<file path="config.mk">
export PLATFORM = sky130hd
export DESIGN_NAME = alu_program_sequencer
export DESIGN_NICKNAME = d
export VERILOG_FILES = /design/src/rtl/alu_program_sequencer.sv
export SDC_FILE = /design/constraint.sdc
export NUM_CORES = 1
export LEC_CHECK = 0
export ABC_AREA = 0
export BUFFER_PORTS_ARGS = -buffer_cell sky130_fd_sc_hd__buf_2
export CAP_MARGIN = 20
export CORE_MARGIN = 3
export CORE_UTILIZATION = 65
export CTS_BUF_LIST = sky130_fd_sc_hd__clkbuf_8
export CTS_CLUSTER_SIZE = 14
export DETAILED_ROUTE_END_ITERATION = 10
export GPL_TIMING_DRIVEN = 1
export PLACE_DENSITY = 0.93
export SYNTH_ARGS = -nofsm -noshare
export SYNTH_HDL_FRONTEND = slang
export SYNTH_SLANG_ARGS = --single-unit
export TNS_END_PERCENT = 1
</file>
<file path="constraint.sdc">
create_clock -name clk -period 7.74 [get_ports clk]
set_clock_uncertainty 0.05 [all_clocks]
set_input_delay 0.774 -clock clk [delete_from_list [all_inputs] [get_ports clk]]
set_output_delay 0.774 -clock clk [all_outputs]
set_load 0.1 [all_outputs]
</file>
<file path="src/rtl/alu_program_sequencer.sv">
// Fetch/execute controller that walks a 16-entry program through an external
// combinational 8-bit ALU, with a 4x8 register file, Z/C flags and a busy watchdog.
module alu_program_sequencer #(
    parameter int DATA_W     = 8,
    parameter int PC_W       = 4,
    parameter int MAX_CYCLES = 255
) (
    input  logic              clk,
    input  logic              reset,
    input  logic              start,
    input  logic              prog_we,
    input  logic [PC_W-1:0]   prog_addr,
    input  logic [15:0]       prog_data,
    output logic [DATA_W-1:0] alu_a,
    output logic [DATA_W-1:0] alu_b,
    output logic [2:0]        opcode,
    input  logic [DATA_W-1:0] alu_out,
    input  logic              carry_in,
    input  logic [1:0]        dbg_sel,
    output logic [DATA_W-1:0] dbg_data,
    output logic [PC_W-1:0]   pc,
    output logic              busy,
    output logic              done,
    output logic              fault
);
    localparam int CNT_W = $clog2(MAX_CYCLES + 1);

    typedef enum logic [2:0] {S_IDLE, S_FETCH, S_EXEC, S_WB, S_HALTED} state_e;

    state_e                  state_q, state_d;
    logic [15:0]             mem_q [2**PC_W];
    logic [PC_W-1:0]         pc_q, pc_d;
    logic [15:0]             instr_q, instr_d;
    logic [3:0][DATA_W-1:0]  regs_q, regs_d;
    logic                    z_q, z_d, c_q, c_d, fault_q, fault_d;
    logic [CNT_W-1:0]        cnt_q, cnt_d;
    logic [DATA_W-1:0]       a_q, a_d, b_q, b_d;
    logic [2:0]              op_q, op_d;
    logic                    wdog;

    logic [1:0] cls, rd, ra, rb;
    logic [2:0] op;
    assign cls = instr_q[15:14];
    assign op  = instr_q[13:11];
    assign rd  = instr_q[10:9];
    assign ra  = instr_q[8:7];
    assign rb  = instr_q[6:5];

    // Watchdog fires on the busy cycle that brings the count to MAX_CYCLES.
    assign wdog = busy && (cnt_q == CNT_W'(MAX_CYCLES - 1));

    always_ff @(posedge clk) begin
        if (reset) state_q <= S_IDLE;
        else       state_q <= state_d;
    end

    always_comb begin
        state_d = state_q;
        case (state_q)
            S_IDLE, S_HALTED: if (start) state_d = S_FETCH;
            S_FETCH:          state_d = S_EXEC;
            S_EXEC: begin
                case (cls)
                    2'b00:   state_d = S_WB;
                    2'b11:   state_d = S_HALTED;
                    default: state_d = S_FETCH;
                endcase
            end
            S_WB:             state_d = S_FETCH;
            default:          state_d = S_IDLE;
        endcase
        if (wdog) state_d = S_HALTED;
    end

    always_comb begin
        busy     = (state_q == S_FETCH) || (state_q == S_EXEC) || (state_q == S_WB);
        done     = (state_q == S_HALTED);
        fault    = fault_q;
        pc       = pc_q;
        dbg_data = regs_q[dbg_sel];
        alu_a    = a_q;
        alu_b    = b_q;
        opcode   = op_q;
        if (state_q == S_EXEC && cls == 2'b00) begin
            alu_a  = regs_q[ra];
            alu_b  = regs_q[rb];
            opcode = op;
        end
    end

    always_comb begin
        pc_d    = pc_q;
        instr_d = instr_q;
        regs_d  = regs_q;
        z_d     = z_q;
        c_d     = c_q;
        fault_d = fault_q;
        cnt_d   = cnt_q;
        a_d     = a_q;
        b_d     = b_q;
        op_d    = op_q;
        case (state_q)
            S_IDLE, S_HALTED: begin
                if (start) begin
                    pc_d    = '0;
                    cnt_d   = '0;
                    fault_d = 1'b0;
                end
            end
            S_FETCH: instr_d = mem_q[pc_q];
            S_EXEC: begin
                case (cls)
                    2'b00: begin
                        a_d  = regs_q[ra];
                        b_d  = regs_q[rb];
                        op_d = op;
                    end
                    2'b01: begin
                        regs_d[rd] = instr_q[DATA_W-1:0];
                        pc_d       = pc_q + 1'b1;
                    end
                    2'b10:   pc_d = z_q ? pc_q + 1'b1 : instr_q[PC_W-1:0];
                    default: ;
                endcase
            end
            S_WB: begin
                regs_d[rd] = alu_out;
                z_d        = (alu_out == '0);
                c_d        = carry_in;
                pc_d       = pc_q + 1'b1;
            end
            default: ;
        endcase
        if (busy) cnt_d = cnt_q + 1'b1;
        // A watchdog stop abandons whatever the current instruction would commit.
        if (wdog) begin
            fault_d = 1'b1;
            pc_d    = pc_q;
            regs_d  = regs_q;
            z_d     = z_q;
            c_d     = c_q;
        end
    end

    always_ff @(posedge clk) begin
        if (reset) begin
            pc_q    <= '0;
            instr_q <= '0;
            regs_q  <= '0;
            z_q     <= 1'b0;
            c_q     <= 1'b0;
            fault_q <= 1'b0;
            cnt_q   <= '0;
            a_q     <= '0;
            b_q     <= '0;
            op_q    <= '0;
        end else begin
            pc_q    <= pc_d;
            instr_q <= instr_d;
            regs_q  <= regs_d;
            z_q     <= z_d;
            c_q     <= c_d;
            fault_q <= fault_d;
            cnt_q   <= cnt_d;
            a_q     <= a_d;
            b_q     <= b_d;
            op_q    <= op_d;
        end
    end

    // Program store is deliberately not reset; loads are accepted only when idle or halted.
    always_ff @(posedge clk) begin
        if (prog_we && (state_q == S_IDLE || state_q == S_HALTED))
            mem_q[prog_addr] <= prog_data;
    end
endmodule

</file>
Yosys cells after proc, flatten, opt, wreduce, memory -nomap -nowiden
Memories as Yosys holds them, arrays and structs flattened. A register that Yosys moved wholly into a read port is not among the register bits.
Cells that the tools add are included.
{"block": "totals", "input_bits": 35, "ramBits": 256, "mem_count": 1, "out_inout_bits": 34, "ff_bits": 68, "wordCells": 89}
{"memory": "mem_q", "depth": 16, "word_bits": 16, "rd": 1, "rd_clocked_by_memory_dff": 1, "wr": 1, "line_no": "31", "rtl": "logic [15:0] mem_q [2**PC_W];"}
{"block": "op_classes", "order_cmp": 5, "bitwise": 1, "eq_ne": 12, "muxes": 31, "n_reduce_logical": 24, "addsub": 2}
{"op": "two-way mux 8 bit", "count": 9}
{"op": "bitwise mux 32 bit", "count": 2}
{"op": "one-hot mux 32 bit (2 select lines)", "count": 1}
{"op": "binary-select mux 8 bit (select 2 bit)", "count": 3}
{"op": "two-way mux 32 bit", "count": 1}
{"op": "demux 8 bit (select 2 bit)", "count": 1}
{"op": "< comparator 2 x 3 -> 1 bit, second input constant", "count": 4}
{"op": "one-hot mux 3 bit (4 select lines)", "count": 1}
{"op": "one-hot mux 4 bit (3 select lines)", "count": 1}
{"op": "nonzero test 2 bit", "count": 5}
{"op": "two-way mux 3 bit", "count": 3}
{"op": "adder 8 x 1 -> 8 bit, second input constant", "count": 1}
{"op": "== test 8 bit, second input constant", "count": 1}
{"op": "logical NOT 8 bit", "count": 1}
{"op": "two-way mux 4 bit", "count": 2}
{"op": "one-hot mux 4 bit (2 select lines)", "count": 1}
{"op": "AND reduction 2 bit", "count": 4}
{"op": "== test 3 x 2 -> 1 bit, second input constant", "count": 2}
{"op": "one-hot mux 3 bit (2 select lines)", "count": 1}
{"op": "two-way mux 1 bit", "count": 5}
{"op": "adder 4 x 1 -> 4 bit, second input constant", "count": 1}
{"op": "== test 2 bit, second input constant", "count": 2}
{"op": "logical AND 1 bit", "count": 4}
{"op": "AND reduction 4 bit", "count": 1}
{"op": "other kinds (15)", "count": 18}

Logic depth before layout (Yosys ltp)
Gate-level depths: netlist (run 1).
{"block": "depth", "depth_word": 7, "depth_mapped": 8, "ltp_nobuf": 6}

Worst setup path after synthesis (run 1)
No wires, ideal clock.
{"block": "synth_timing", "kind": "input-to-reg", "startpoint": "input prog_we", "endpoint": "memory mem_q[0][0] (enable)", "t_arrival_ns": 2.741, "n_path_buf": 0, "slack_ns": 4.539, "t_required_ns": 7.281, "stages": 3, "setup_time_ns": 0.409, "cell_sequence": "or3b_2 > or3_1 > nor3_1"}
{"block": "synth_between", "elab_chain_cells": 3}
{"element": "start, declared", "line_no": "11", "rtl": "input logic prog_we,"}
{"element": "logical AND 1 bit", "line_no": "173", "rtl": "if (prog_we && (state_q == S_IDLE || state_q == S_HALTED))"}
{"element": "two-way mux 1 bit", "line_no": "173"}
{"element": "two-way mux 1 bit (not written as such)", "line_no": "174", "rtl": "mem_q[prog_addr] <= prog_data;"}
{"element": "end, declared", "line_no": "31"}
No other way between the ends.

Worst setup path in the final report (run 1)
{"block": "layout_timing", "startpoint": "register state_q[1]", "endpoint": "output alu_b[1]"}
{"block": "layout_between", "elab_chain_cells": 3}
{"element": "start, declared", "line_no": "30", "rtl": "state_e state_q, state_d;"}
{"element": "start signal, assigned", "line_no": "54", "rtl": "else state_q <= state_d;"}
{"element": "== test 3 x 2 -> 1 bit", "line_no": "84", "rtl": "if (state_q == S_EXEC && cls == 2'b00) begin"}
{"element": "logical AND 1 bit", "line_no": "84"}
{"element": "two-way mux 8 bit", "line_no": "84"}
{"element": "end, declared", "line_no": "15", "rtl": "output logic [DATA_W-1:0] alu_b,"}
No other way between the ends.

==> impl_metrics.yaml, run 1 <==
run_status:
  status: "complete, no violations"
synth:
  syn_area_per_cell_sq_um: 16.8
  ys_warn_count: 0
  synth-async-reset-ratio_pct: 0
  synth_nets: 867
  ys.flop_type: "edfxtp_1"
  yosysUniqueCellTypes: 50
  synth-seq-cells: 340
  ys_seq_area_share_pct: 67.2
  synth_enable_flop_cells: 256
  netlist_instances: 829
  syn_area_sq_um: 13900
setup_path:
  path_cells: "nand2b_1 > nor4_4 > buf_4 > mux2_2 > buf_2"
  worst-setup-path-type: "reg -> out"
  path_buf_inv: 2
  critPathTopFamily: "simple AND/OR/NAND/NOR gates"
  worstPathRequired_ps: 6920
  cpPeakStageDelay_ps: 610
  crit_path_max_fanout: 17
  arrival_ps: 3090
  cp_slowest_cell: "dfxtp_1"
  critPathCaptureType: "output port"
  critPathLaunchType: "flip-flop"
detailed_routing:
  first_pass_iters: 5
  antenna_left: 0
  via_per_inst: 6.69
  wl_per_cell_um: 26.0
  post-route-drc-count: 0
  vias: 8281
  first_iter_violations: 871
  wl_um: 32200
timing:
  hold_viol_final: 0
  setup_viol: 0
  worst_pin_slew_ps: 1110
  min_period_ps: 3910
  hold_ws_ps: 439
  tns_ps: 0
  slew_headroom_pct: 25.7
  rsz0062_at_grt: "no"
  max_freq_mhz: 256
  period_share_pct: 50.5
  maxSlewViolCount: 0
clock_tree:
  cts_buffers: 51
  ctsResizeCount: 0
  cts_max_path_buffers: 3
  cts_setup_buffers: 0
  hold_buffers: 0
  tritoncts: "yes"
  clk_pin_slew_worst_paths_ps: 60
  clk_latency_ps: 590
  ctsHtreeMaxLevel: 2
  cts-root-buf: "clkbuf_8"
  cts.sinks: 340
pwr:
  p_leak_nw: 5.32
  vdd_drop_max_mv: 0.228
  power.density_nw_per_um2: 241
placed_design:
  gp_congestion: 0.817
  hpwl_um: 19200
  placed_area_sq_um: 14600
  placed_cells: 1134
  port_buffers: 67
die:
  io-pin-count: 69
  dieArea_sq_um: 23200
  die_y_um: 152
  rows: 52
  core_sq_um: 20600
  initial_core_util_pct: 67.6
  die_width_um: 152
layout:
  multiInputGateArea_sq_um: 4340
  postLayoutCoreUtil_pct: 76.4
  regArea_sq_um: 9370
  fin_cells: 1238
  n_fill_cell: 1103
  fin_nets: 963
  areaGrowthSynthToFinish_pct: 13.0
  final_area_sq_um: 15800
  drive_above_1_share_pct: 31.3
global_route:
  grt_usage_pct: 27.1
  grt_pass1_vias: 8259
  grt_pass1_wl_um: 48500
  grt_antenna_before_repair: 2
  grt_max_degree: 70
  grt_overflow: 0
hold_path:
  hold_path.class: "reg -> reg"
run:
  maxCapViolCount: 0
## power breakdown
| group | switching (mW) | internal [mW] |
|---|---|---|
| clock | 0.688 | 0.807 |
| combinational | 0.161 | 0.0858 |
| sequential | 0.0513 | 2.00 |
| total | 0.899 | 2.89 |
## final cells by class
| cell class | instances | area share (%) |
|---|---|---|
| sequential | 340 | 59.5 |
| multi-input combinational | 430 | 27.5 |
| clock buffer | 63 | 5.51 |
| timing repair buffer | 93 | 3.80 |
| tap | 270 | 2.14 |
| clock inverter | 32 | 1.28 |
| inverter | 9 | 0.214 |
| antenna | 1 | 0.0159 |
## per-layer routing
| metal | global-route usage, % | part of all wire (%) | up-vias |
|---|---|---|---|
| met5 | 0 | 0.040 | - |
| met4 | 8.19 | 2.5 | 2 |
| li1 | - | - | 3544 |
| met1 | 35.3 | 36 | 4171 |
| met3 | 6.31 | 8.8 | 69 |
| met2 | 46.5 | 52 | 495 |
## worst register-to-register path: stages, from the launching register on
cell	delay (ps)
dfxtp_1	530
or3b_2	570
or3_1	430
nor2_1	810
buf_4	360
## registers in the layout, summed over array words and instances, names as in the netlist
name,cells
a_q,8
op_q,3
b_q,8
instr_q,16
state_q,3
mem_q,256
fault,1
z_q,1
regs_q,32
cnt_q,8
pc,4
## Yosys cell counts, drive strengths merged (9+ instances only)
| library cell | number | share of area, % |
|---|---|---|
| a21oi | 48 | 1.7 |
| a22oi | 16 | 0.86 |
| buf | 23 | 1.1 |
| clkbuf | 27 | 0.73 |
| dfxtp | 84 | 12 |
| edfxtp | 256 | 55 |
| inv | 9 | 0.24 |
| mux2 | 30 | 2.4 |
| mux2i | 17 | 1.2 |
| mux4 | 88 | 14 |
| nand2 | 26 | 0.70 |
| nor2 | 24 | 0.65 |
| nor2b | 21 | 0.94 |
| nor3 | 75 | 2.8 |
| o211ai | 20 | 1.1 |
## kinds of logic (layout without fill, tap and decap cells)
family                   after synthesis  after routing  share of synthesized area, %
other                                  0              1                             0
XOR/XNOR                               2              2                         0.126
flip-flops                           340            340                          67.2
adder cells (fa/ha/maj)                3              3                         0.269
AO/OA/AOI/OAI                        105            105                          5.37
AND/OR/NAND/NOR                      185            185                          7.10
buffers and inverters                 59            197                          2.02
multiplexers                         135            135                          17.9
## path summary, 6_finish.rpt
check	start	end	slack, ps	cells after the start
hold / removal	fault	fault	440	2
hold reg to reg	fault	fault	440	2
setup reg to reg	state_q[0]	mem_q[8][13]	4700	4
setup / recovery	state_q[1]	alu_b[1]	3830	5
## through the flow
| step | setup WS (ps) | total power [mW] |
|---|---|---|
| global route | 3690 | 3.91 |
| finish | 3830 | 3.79 |
| CTS | 3810 | 3.80 |
| global placement | 4470 | 2.31 |
| floorplan | 4540 | 2.24 |
| detailed placement | 4300 | 2.32 |
## placed cells by master (no fill, tap or decap), types with 4 or more instances in the layout
master	Yosys	final
a2111oi_4	4	4
a21oi_1	48	48
a22oi_1	16	16
buf_2	15	67
buf_4	5	16
buf_6	3	5
clkbuf_8	0	64
clkinv_2	0	7
dfxtp_1	84	82
edfxtp_1	256	256
inv_1	8	26
mux2_1	12	12
mux2_2	18	18
mux2i_1	17	17
mux4_2	88	88
nand2_1	26	26
nand2b_1	4	4
nand3_1	5	5
nand4_1	6	6
nor2_1	24	18
nor2_2	0	6
nor2b_1	21	21
nor3_1	73	69
nor3_2	2	6
o2111ai_1	4	4
o211ai_1	20	20
o21ai_0	6	6
or3_1	4	4
Power figures use the tool's default switching activity.
==> run 2: changes to the inputs <==
--- a/config.mk
+++ b/config.mk
@@ -5,16 +5,16 @@
 export SDC_FILE = /design/constraint.sdc
 export NUM_CORES = 1
 export LEC_CHECK = 0
-export ABC_AREA = 0
+export ABC_AREA = 1
 export BUFFER_PORTS_ARGS = -buffer_cell sky130_fd_sc_hd__buf_2
 export CAP_MARGIN = 20
 export CORE_MARGIN = 3
-export CORE_UTILIZATION = 65
+export CORE_UTILIZATION = 64
 export CTS_BUF_LIST = sky130_fd_sc_hd__clkbuf_8
 export CTS_CLUSTER_SIZE = 14
 export DETAILED_ROUTE_END_ITERATION = 10
 export GPL_TIMING_DRIVEN = 1
-export PLACE_DENSITY = 0.93
+export PLACE_DENSITY = 0.91
 export SYNTH_ARGS = -nofsm -noshare
 export SYNTH_HDL_FRONTEND = slang
 export SYNTH_SLANG_ARGS = --single-unit
==> constraint.sdc (replaced) <==
create_clock -name clk -period 3.64 [get_ports clk]
set_clock_uncertainty 0.05 [all_clocks]
set_input_delay 0.364 -clock clk [delete_from_list [all_inputs] [get_ports clk]]
set_output_delay 0.364 -clock clk [all_outputs]
set_load 0.1 [all_outputs]
==> run 2 against run 1 <==
Critical endpoint is now alu_a[5]. Total power up 130%. Combinational power grew to 6.4 times the previous value. Highest routed layer is now met4. Register-to-register slack worse by 3800 ps. Critical path type unchanged. Routed wire length is 13% higher.
==> impl_metrics.yaml, run 2 <==
timing:
  hold_viol_final: 0
  min_period_ps: 3080
  max_freq_mhz: 325
  rsz0062_at_grt: "no"
  maxSlewViolCount: 0
  tns_ps: 0
  period_share_pct: 84.6
  slew_headroom_pct: 41.6
  finalWorstSetupSlack_ps: 559
  worst_pin_slew_ps: 875
  setup_viol: 0
synth:
  synthTopCellsByArea: "edfxtp_1 51%, nand2_1 13%, dfxtp_1 11%"
  synth-simple-area-share_pct: 23.4
  netlist_instances: 1686
  synthTopCellsByCount: "512 x nand2_1, 256 x edfxtp_1, 216 x nor2_1"
  synth_nets: 1724
  ys_warn_count: 0
  synth_top_family_by_area: "simple AND/OR/NAND/NOR gates"
  ys.flop_type: "edfxtp_1"
  yosysUniqueCellTypes: 36
  synth_fa_ha_area_share_pct: 0.248
  syn_area_sq_um: 15100
  synth_enable_flop_cells: 256
  ys_seq_area_share_pct: 62.0
  synth-seq-cells: 340
  synthMostInstantiatedCell: "nand2_1"
  synth-async-reset-ratio_pct: 0
  synth-xor-area-share_pct: 0.0580
  syn_area_per_cell_sq_um: 8.96
  yosys.area.top_type: "edfxtp_1"
  synth_compound_area_share_pct: 7.05
  synthMuxAreaShare_pct: 0
  synthDominantCellAreaShare_pct: 50.9
layout:
  final_cell_mix: "512 x nand2_1, 256 x edfxtp_1, 215 x nor2_1"
  n_fill_cell: 1519
  largest_register: "mem_q"
  n_antenna_cell: 0
  areaGrowthSynthToFinish_pct: 10.3
  layout_commonest_cell: "nand2_1"
  largest_register_ffs: 256
  drive_above_1_share_pct: 10.4
  fin_nets: 1795
  reg_top3: "mem_q (256), regs_q (32), instr_q (16)"
  multiInputGateArea_sq_um: 4650
  regArea_sq_um: 9370
clock_tree:
  cts_buffers: 50
  cts_max_path_buffers: 3
  tritoncts: "yes"
  cts-root-buf: "clkbuf_8"
  ctsHtreeMaxLevel: 2
  clk_pin_slew_worst_paths_ps: 70
  cts_setup_buffers: 0
  clk_latency_ps: 600
  ctsResizeCount: 0
  hold_buffers: 0
  cts.sinks: 340
setup_path:
  worst_r2r_path_depth: 6
  path_cells: "inv_2 > a21oi_1 > o21ai_0 > o21ai_0 > o21ai_0 > inv_1 > buf_2"
  critPathLaunchType: "flip-flop"
  arrival_ps: 2670
  worst-setup-path-type: "reg -> out"
  worstPathRequired_ps: 3230
  cp_slowest_cell: "dfxtp_1"
  critPathCaptureType: "output port"
  cpPeakStageDelay_ps: 720
  critPathMostFrequentCell: "o21ai_0"
  crit_path_max_fanout: 18
detailed_routing:
  wl_per_cell_um: 17.2
  wl_um: 36400
  first_iter_violations: 1374
  post-route-drc-count: 0
  vias: 12000
  antenna_left: 0
  via_per_inst: 5.69
  first_pass_iters: 5
global_route:
  grt_max_degree: 73
  grt_usage_pct: 28.0
  grt_pass1_wl_um: 57300
  grt_overflow: 0
  grt_pass1_vias: 11500
  grt_antenna_before_repair: 0
die:
  die_y_um: 160
  io-pin-count: 69
  dieArea_sq_um: 25500
  initial_core_util_pct: 66.0
  core_sq_um: 22900
  rows: 55
  die_width_um: 160
pwr:
  vdd_drop_max_mv: 0.425
  p_leak_nw: 7.19
  power.density_nw_per_um2: 531
placed_design:
  place_ws_ps: 963
  hpwl_um: 22100
  port_buffers: 67
  gp_congestion: 0.919
hold_path:
  holdPathStages: 4
  hold_path.class: "in -> reg"
run_status:
  status: "complete, no violations"
run:
  maxCapViolCount: 0
==> run 2: cell type report <==
type	count	share of cell area, %
inverter	196	4.48
timing repair buffer	95	3.35
tap	313	2.35
clock inverter	36	0.946
clock buffer	57	4.71
multi-input combinational	1074	27.9
sequential	340	56.2
==> run 2: worst paths after layout <==
check | endpoint | startpoint | slack, ps
min | state_q[2] | start | 70
max reg2reg | mem_q[11][5] | state_q[0] | 860
max | alu_a[5] | instr_q[7] | 560
min reg2reg | cnt_q[7] | cnt_q[7] | 430
==> run 2: cell families after synthesis <==
group / Yosys count
AO/OA/AOI/OAI: 209
XOR/XNOR: 1
adder cells (fa/ha/maj): 3
buffers and inverters: 272
flip-flops: 340
AND/OR/NAND/NOR: 861
==> run 2: routing by layer <==
layer,vias to the layer above,GRT usage (%),wire (um)
li1,5595,-,-
met1,5512,35.4,13400
met2,778,47.0,17500
met3,136,4.82,4030
met4,0,13.5,1410
met5,-,0,0
==> run 2: critical path, delay by kind of cell, from the launching register on <==
kind                   cells  cell delay [ps]
flip-flops                 1              720
buffers and inverters      3              790
AO/OA/AOI/OAI              4              560
==> run 2: metrics by stage <==
step	cell area (sq um)	utilization (%)	cells	power, mW	hold slack [ps]
floorplan	15100	-	1686	5.60	397
global route	16700	72.7	2111	9.15	67.4
global placement	15700	68.6	2018	5.92	401
detailed placement	15700	68.6	2018	5.98	405
CTS	16700	72.7	2111	8.83	44.2
finish	16700	72.7	2111	8.84	66.7
==> run 2: power breakdown <==
| part | leakage (nW) | switching (mW) | internal [mW] | total, mW |
|---|---|---|---|---|
| Sequential | 2.99 | 0.0998 | 4.26 | 4.36 |
| Clock | 0.541 | 1.46 | 1.44 | 2.90 |
| Combinational | 3.66 | 1.23 | 0.351 | 1.58 |
| Total | 7.19 | 2.79 | 6.05 | 8.84 |
